## src/rtl/core_bpu_resolve_ctrl_pkg.sv

```systemverilog
// Shared pipeline types for branch resolve and training, plus the resolve controller's
// state enum and a redirect-target helper.
package core_bpu_resolve_ctrl_pkg;

  // br_type carries the branch type field; "type" itself is a reserved word.
  typedef struct packed {
    logic        miss;
    logic [31:0] pc;
    logic        true_taken;
    logic [31:0] true_target;
    logic [1:0]  lphr;
    logic [7:0]  history;
    logic [1:0]  br_type;
  } bpu_correct_t;

  typedef enum logic {
    IDLE,
    DRAIN
  } resolve_ctrl_state_e;

  localparam logic [31:0] PC_STEP = 32'd4;

  function automatic logic [31:0] redirect_target(input bpu_correct_t rec);
    return rec.true_taken ? rec.true_target : rec.pc + PC_STEP;
  endfunction

endpackage

```

## src/rtl/core_bpu_resolve_ctrl_if.sv

```systemverilog
// Resolve-lane inputs, front-end redirect and BPU training handshake of the resolve controller.
interface core_bpu_resolve_ctrl_if;
  import core_bpu_resolve_ctrl_pkg::*;

  logic               flush_i;
  logic [1:0]         res_valid_i;
  bpu_correct_t [1:0] res_i;
  logic               redirect_valid_o;
  logic [31:0]        redirect_pc_o;
  logic               upd_valid_o;
  bpu_correct_t       upd_o;
  logic               upd_ready_i;
  logic               busy_o;
  logic [15:0]        drop_cnt_o;

  modport slave (
    input  flush_i, res_valid_i, res_i, upd_ready_i,
    output redirect_valid_o, redirect_pc_o, upd_valid_o, upd_o, busy_o, drop_cnt_o
  );

  modport master (
    output flush_i, res_valid_i, res_i, upd_ready_i,
    input  redirect_valid_o, redirect_pc_o, upd_valid_o, upd_o, busy_o, drop_cnt_o
  );

endinterface

```

## src/rtl/core_bpu_updq.sv

```systemverilog
// Two-write / one-read training FIFO. The caller guarantees push_cnt_i never exceeds free space.
module core_bpu_updq #(
  parameter int  DEPTH = 4,
  parameter type T     = logic
) (
  input  logic                     clk,
  input  logic                     rst,
  input  logic [1:0]               push_cnt_i,
  input  T                         push0_i,
  input  T                         push1_i,
  input  logic                     pop_i,
  output logic                     head_valid_o,
  output T                         head_o,
  output logic [$clog2(DEPTH):0]   count_o
);

  localparam int AW = $clog2(DEPTH);

  T              mem_q [DEPTH];
  logic [AW-1:0] wr_q;
  logic [AW-1:0] rd_q;
  logic [AW:0]   cnt_q;
  logic [AW-1:0] wr_next;

  assign wr_next = wr_q + AW'(1);

  always_ff @(posedge clk) begin
    if (rst) begin
      wr_q  <= '0;
      rd_q  <= '0;
      cnt_q <= '0;
    end else begin
      wr_q  <= wr_q + AW'(push_cnt_i);
      rd_q  <= rd_q + AW'(pop_i);
      cnt_q <= cnt_q + (AW+1)'(push_cnt_i) - (AW+1)'(pop_i);
    end
  end

  // push0 is always the older record, so it takes the lower slot.
  always_ff @(posedge clk) begin
    if (push_cnt_i != 2'd0) mem_q[wr_q] <= push0_i;
    if (push_cnt_i == 2'd2) mem_q[wr_next] <= push1_i;
  end

  assign head_valid_o = (cnt_q != '0);
  assign head_o       = head_valid_o ? mem_q[rd_q] : '0;
  assign count_o      = cnt_q;

endmodule

```

## src/rtl/core_bpu_resolve_ctrl.sv

```systemverilog
// Picks the oldest mispredicting resolve, issues one registered redirect, blanks wrong-path
// resolves for a drain window and serializes surviving records into the BPU training FIFO.
module core_bpu_resolve_ctrl
  import core_bpu_resolve_ctrl_pkg::*;
#(
  parameter int UPDQ_DEPTH   = 4,
  parameter int DRAIN_CYCLES = 2
) (
  input logic                     clk,
  input logic                     rst,
  core_bpu_resolve_ctrl_if.slave  bus_if
);

  localparam int CW = $clog2(UPDQ_DEPTH) + 1;
  localparam int DW = $clog2(DRAIN_CYCLES + 2);

  resolve_ctrl_state_e state_q, state_d;
  logic [DW-1:0]       drain_q, drain_d;
  logic                redir_valid_q, redir_valid_d;
  logic [31:0]         redir_pc_q, redir_pc_d;
  logic [15:0]         drop_q, drop_d;

  logic [1:0]   elig;
  logic         sel0, sel1, wr1, pop, head_valid;
  logic [1:0]   req, push_cnt, drops;
  logic [CW-1:0] count;
  logic [CW:0]  space;
  logic [16:0]  drop_sum;
  bpu_correct_t push0, push1, head;

  // Lane 0 is older: a lane-0 miss makes lane 1 wrong-path. Overflow drops the youngest first.
  always_comb begin
    elig     = bus_if.res_valid_i & {2{~bus_if.flush_i && (state_q == IDLE)}};
    sel0     = elig[0] & bus_if.res_i[0].miss;
    sel1     = ~sel0 & elig[1] & bus_if.res_i[1].miss;
    wr1      = elig[1] & ~sel0;
    req      = {1'b0, elig[0]} + {1'b0, wr1};
    push0    = elig[0] ? bus_if.res_i[0] : bus_if.res_i[1];
    push1    = bus_if.res_i[1];
    pop      = head_valid & bus_if.upd_ready_i;
    space    = (CW+1)'(UPDQ_DEPTH) - (CW+1)'(count) + (CW+1)'(pop);
    push_cnt = ((CW+1)'(req) > space) ? space[1:0] : req;
    drops    = req - push_cnt;
    drop_sum = {1'b0, drop_q} + 17'(drops);
    drop_d   = drop_sum[16] ? 16'hFFFF : drop_sum[15:0];
  end

  always_comb begin
    state_d       = state_q;
    drain_d       = drain_q;
    redir_valid_d = 1'b0;
    redir_pc_d    = redir_pc_q;
    case (state_q)
      IDLE: begin
        if (sel0 || sel1) begin
          redir_valid_d = 1'b1;
          redir_pc_d    = redirect_target(sel0 ? bus_if.res_i[0] : bus_if.res_i[1]);
          if (DRAIN_CYCLES > 0) begin
            state_d = DRAIN;
            drain_d = DW'(DRAIN_CYCLES);
          end
        end
      end
      DRAIN: begin
        drain_d = drain_q - DW'(1);
        if (bus_if.flush_i || (drain_q == DW'(1))) begin
          state_d = IDLE;
          drain_d = '0;
        end
      end
      default: begin
        state_d = IDLE;
        drain_d = '0;
      end
    endcase
  end

  always_ff @(posedge clk) begin
    if (rst) begin
      state_q       <= IDLE;
      drain_q       <= '0;
      redir_valid_q <= 1'b0;
      redir_pc_q    <= '0;
      drop_q        <= '0;
    end else begin
      state_q       <= state_d;
      drain_q       <= drain_d;
      redir_valid_q <= redir_valid_d;
      redir_pc_q    <= redir_pc_d;
      drop_q        <= drop_d;
    end
  end

  core_bpu_updq #(
    .DEPTH (UPDQ_DEPTH),
    .T     (bpu_correct_t)
  ) u_updq (
    .clk          (clk),
    .rst          (rst),
    .push_cnt_i   (push_cnt),
    .push0_i      (push0),
    .push1_i      (push1),
    .pop_i        (pop),
    .head_valid_o (head_valid),
    .head_o       (head),
    .count_o      (count)
  );

  assign bus_if.redirect_valid_o = redir_valid_q;
  assign bus_if.redirect_pc_o    = redir_pc_q;
  assign bus_if.upd_valid_o      = head_valid;
  assign bus_if.upd_o            = head;
  assign bus_if.busy_o           = (state_q == DRAIN);
  assign bus_if.drop_cnt_o       = drop_q;

endmodule

```

## src/flat_wrapper.sv

```systemverilog
// flat-port wrapper written by rule: the top's interface ports become plain ports
module core_bpu_resolve_ctrl_flat import core_bpu_resolve_ctrl_pkg::*;
#(
  parameter int UPDQ_DEPTH   = 4,
  parameter int DRAIN_CYCLES = 2
)
  (clk, rst, bus_if_flush_i, bus_if_res_valid_i, bus_if_res_i, bus_if_upd_ready_i, bus_if_redirect_valid_o, bus_if_redirect_pc_o, bus_if_upd_valid_o, bus_if_upd_o, bus_if_busy_o, bus_if_drop_cnt_o);
  core_bpu_resolve_ctrl_if bus_if_i ();
  input logic clk;
  input logic rst;
  input wire logic [$bits(bus_if_i.flush_i)-1:0] bus_if_flush_i;
  input wire logic [$bits(bus_if_i.res_valid_i)-1:0] bus_if_res_valid_i;
  input wire logic [$bits(bus_if_i.res_i)-1:0] bus_if_res_i;
  input wire logic [$bits(bus_if_i.upd_ready_i)-1:0] bus_if_upd_ready_i;
  output wire logic [$bits(bus_if_i.redirect_valid_o)-1:0] bus_if_redirect_valid_o;
  output wire logic [$bits(bus_if_i.redirect_pc_o)-1:0] bus_if_redirect_pc_o;
  output wire logic [$bits(bus_if_i.upd_valid_o)-1:0] bus_if_upd_valid_o;
  output wire logic [$bits(bus_if_i.upd_o)-1:0] bus_if_upd_o;
  output wire logic [$bits(bus_if_i.busy_o)-1:0] bus_if_busy_o;
  output wire logic [$bits(bus_if_i.drop_cnt_o)-1:0] bus_if_drop_cnt_o;
  assign bus_if_i.flush_i = bus_if_flush_i;
  assign bus_if_i.res_valid_i = bus_if_res_valid_i;
  assign bus_if_i.res_i = bus_if_res_i;
  assign bus_if_i.upd_ready_i = bus_if_upd_ready_i;
  assign bus_if_redirect_valid_o = bus_if_i.redirect_valid_o;
  assign bus_if_redirect_pc_o = bus_if_i.redirect_pc_o;
  assign bus_if_upd_valid_o = bus_if_i.upd_valid_o;
  assign bus_if_upd_o = bus_if_i.upd_o;
  assign bus_if_busy_o = bus_if_i.busy_o;
  assign bus_if_drop_cnt_o = bus_if_i.drop_cnt_o;
  core_bpu_resolve_ctrl #(.UPDQ_DEPTH(UPDQ_DEPTH), .DRAIN_CYCLES(DRAIN_CYCLES)) u_core (.clk(clk), .rst(rst), .bus_if(bus_if_i));
endmodule
```

## config.mk

```make
export PLATFORM = sky130hd
export DESIGN_NAME = core_bpu_resolve_ctrl_flat
export DESIGN_NICKNAME = d
export VERILOG_FILES = /design/src/rtl/core_bpu_resolve_ctrl_pkg.sv /design/src/rtl/core_bpu_resolve_ctrl_if.sv /design/src/rtl/core_bpu_updq.sv /design/src/rtl/core_bpu_resolve_ctrl.sv /design/src/flat_wrapper.sv
export SDC_FILE = /design/constraint.sdc
export NUM_CORES = 1
export LEC_CHECK = 0
export ABC_AREA = 1
export CORE_ASPECT_RATIO = 0.6
export CORE_MARGIN = 2
export CORE_UTILIZATION = 45
export DETAILED_ROUTE_END_ITERATION = 16
export GPL_ROUTABILITY_DRIVEN = 0
export PLACE_DENSITY = 0.68
export SLEW_MARGIN = 20
export SYNTH_ARGS = -nofsm -noshare
export SYNTH_HDL_FRONTEND = slang
export SYNTH_SLANG_ARGS = --single-unit
```

## constraint.sdc

```tcl
create_clock -name clk -period 11.6 [get_ports clk]
set_clock_uncertainty 0.2 [all_clocks]
set_input_delay 2.9 -clock clk [delete_from_list [all_inputs] [get_ports clk]]
set_output_delay 2.9 -clock clk [all_outputs]
set_load 0.05 [all_outputs]
```

==> metrics.md <==
| Metric | Value |
|---|---|
| Synth Area per Inst | 8.06 sq um |
| Detailed Place HPWL | 44.8 mm |
| Maximum root-to-sink buffer count | 3 |
| CP max FO | 84 |
| Initial antenna violation count | 2 |
| Share of cells above drive strength 1 | 6.40% |
| Fmax | 113 MHz |
| Int Power | 3.39 mW |
| Total GRT Usage | 27.9% |
| Worst skew pair latency | 0.54 ns |
| Die Wd | 283 microns |
| Combinational share of power | 44.9% |
| Antenna-violating nets left | 0 |
| Hold_buf cts | 0 |
| EDFF count, synth | 312 |
| Sw frac | 43.4% |
| Synth Warn # | 0 |
| Vias/cell | 5.63 |
| #FFs+latches synth | 371 |
| Crit path DAT | 8.79 ns |
| Total gr overflow | 0 |
| Drt drc | 0 |
| RSZ-0062 raised after global routing | no |
| Mapped Nets | 2,789 |
| Fin crit period | 8.82 ns |
| CTS sink count | 371 |
| TritonCTS clock tree | built |
| Vias in the first global route | 18,114 |
| Final setup viols | 0 |
| Leakage power | 10.1 nW |
| Final core occ | 54.9% |
| Critical path required time | 11.57 ns |
| Worst slack, placed | 2.27 ns |
| Worst Tran Pin Value | 1.14 ns |
| H-tree level count | 2 |
| Synth cell count leaders | nand2_1, nor2_1, o21ai_0 |
| Largest cells by area after synthesis | edfxtp_1, nand2_1, o21ai_0, nor2_1, dfxtp_1 |
| Register area share after synthesis | 50.1% |
| Synthesized cell area | 21,000 sq um |
| Starting Density | 45.5% |
| Gate Count Post-Synth | 2,610 |
| Core Area | 46,300 sq um |
| Nets | 2,964 |
| Crit. End Element | flop |
| Post-CTS sizing | 0 |
| Fin. Hold Viols | 0 |
| Status | finished, final reports clean |
| Clock-pin slew on the worst setup and hold paths | 0.06 ns |
| Die Area | 48,600 sq um |
| Worst min-delay path category | flop to flop |
| Setup tns final | 0 ns |
| Drt total wl | 69.7 mm |
| Cell variety after synth | 42 |
| I/O Pins | 291 |
| Postcts setup bufs | 0 |
| Slew headroom | 24.3% |
| Clock power share | 21.5% |
| Syn-to-layout area delta | 20.6% |
| Max-slew violations | 0 |
| Cell taking the most area after synthesis | edfxtp_1 |
| Synth top area share | 44.5% |
| Count leader, synth | nand2_1 |
| Peak supply drop | 154 uV |
| Setup ws final | 2.78 ns |
| DRT iter0 DRCs | 2,476 |
| DP Cell Count | 3,375 |
| Power per cell area | 236 nW/um^2 |
| Cts bufs inserted | 38 |
| Ant. Diodes | 0 |
| Critical path type | input pin to flop |
| WL per Instance | 20.2 microns |
| Floorplan row count | 61 |
| First drt pass iteration count | 6 |
| Top_reg_cell synth | edfxtp_1 |
| Root Driver | clkbuf_16 |
| Non-filler cells, final | 3,444 |
| Ys async rst share | 0% |
| First-pass GRT wire length | 105 mm |
| PortBufs | 290 |
| NetSw | 2.60 mW |
| Largest net degree at the start of global routing | 96 |
| Reg power frac | 33.7% |
| Max_cap viols | 0 |
| CP startpoint kind | input pin |
| Via count | 19,380 |
| Die H | 172 microns |
| Final critical-path share of the clock period | 76.0% |
cell usage in the layout (no fill, tap or decap), types with 8 or more instances in the layout:
master / n
edfxtp_1: 312
dfxtp_1: 57
ha_1: 15
clkbuf_1: 8
o21ai_2: 60
nand3_1: 38
nand4_1: 35
a21oi_1: 121
inv_1: 169
clkdlybuf4s50_1: 290
o21ai_1: 223
xnor2_1: 11
o211ai_1: 13
o21ai_0: 316
xor2_1: 16
nand2_1: 608
a31oi_1: 19
nor2_1: 360
clkbuf_16: 39
clkinv_2: 8
buf_4: 26
critical path: stages:
cell and delay [ns]:
clkdlybuf4s50_1 0.47, nor2_4 0.68, nand3_4 0.52, nand3_1 0.19
inv_1 0.09, ha_1 0.27, inv_1 0.06, ha_1 0.28
inv_1 0.05, o211ai_2 0.32, nand2_1 0.17, o21ai_4 0.19
nand3_4 0.85, nand2_4 1.06, buf_4 0.60
final timing paths:
check	from	slack (ns)	endpoint	cells past startpoint
worst max register to register	u_core.bus_if.busy_o$_SDFF_PP0_	5.29	u_core.u_updq.mem_q[3][6]$_DFFE_PP_	14
worst min register to register	u_core.bus_if.redirect_pc_o[24]$_SDFFE_PP0P_	0.27	u_core.bus_if.redirect_pc_o[24]$_SDFFE_PP0P_	2
worst min-delay path	u_core.bus_if.redirect_pc_o[24]$_SDFFE_PP0P_	0.27	u_core.bus_if.redirect_pc_o[24]$_SDFFE_PP0P_	2
worst max-delay path	bus_if_flush_i	2.78	u_core.u_updq.mem_q[3][6]$_DFFE_PP_	15
flip-flops by register name, indices dropped and copies added (netlist names):
signal,cells
u_core.bus_if.busy_o,1
u_core.bus_if.drop_cnt_o,16
u_core.bus_if.redirect_pc_o,32
u_core.bus_if.redirect_valid_o,1
u_core.drain_q,2
u_core.u_updq.count_o,3
u_core.u_updq.mem_q,312
u_core.u_updq.rd_q,2
u_core.u_updq.wr_q,2
through the flow:
stage / cell area (sq um) / hold slack (ns) / power, mW
final: 25400 / 0.267 / 5.99
after global routing: 25400 / 0.283 / 6.28
after CTS: 25400 / 0.269 / 6.00
after detailed placement: 24100 / 0.257 / 4.72
after global placement: 24100 / 0.246 / 4.68
after floorplan: 21000 / 0.233 / 3.78
kinds of logic after synthesis:
logic type | count (synthesis) | share of synthesized area (%)
flops | 371 | 50.1
simple gates | 1076 | 20.5
buf+inv | 355 | 7.34
xor+xnor | 27 | 1.12
fa+ha+maj | 17 | 1.08
compound gates | 764 | 19.8
cell type report:
cell class	count	area (sq um)
sequential	371	10600
multi-input combinational	1884	9000
clock inverter	17	213
inverter	174	659
fill	4238	20900
timing repair buffer	316	3100
tap	630	788
clock buffer	52	1070
power groups by stage:
| stage | registers, mW | clock network (mW) | logic, mW |
|---|---|---|---|
| after detailed placement | 2.04 | 0 | 2.68 |
| final | 2.02 | 1.29 | 2.69 |
| after floorplan | 2.04 | 0 | 1.74 |
| after CTS | 2.02 | 1.29 | 2.69 |
| after global placement | 2.03 | 0 | 2.65 |
| after global routing | 2.05 | 1.35 | 2.88 |
per-layer routing:
metal / global-route usage (%) / routed length [microns]
met5: 0 / 10
met4: 12.6 / 2970
met3: 5.32 / 6940
met2: 44.5 / 31500
met1: 37.3 / 28300
(Power assumes the default switching activity.)
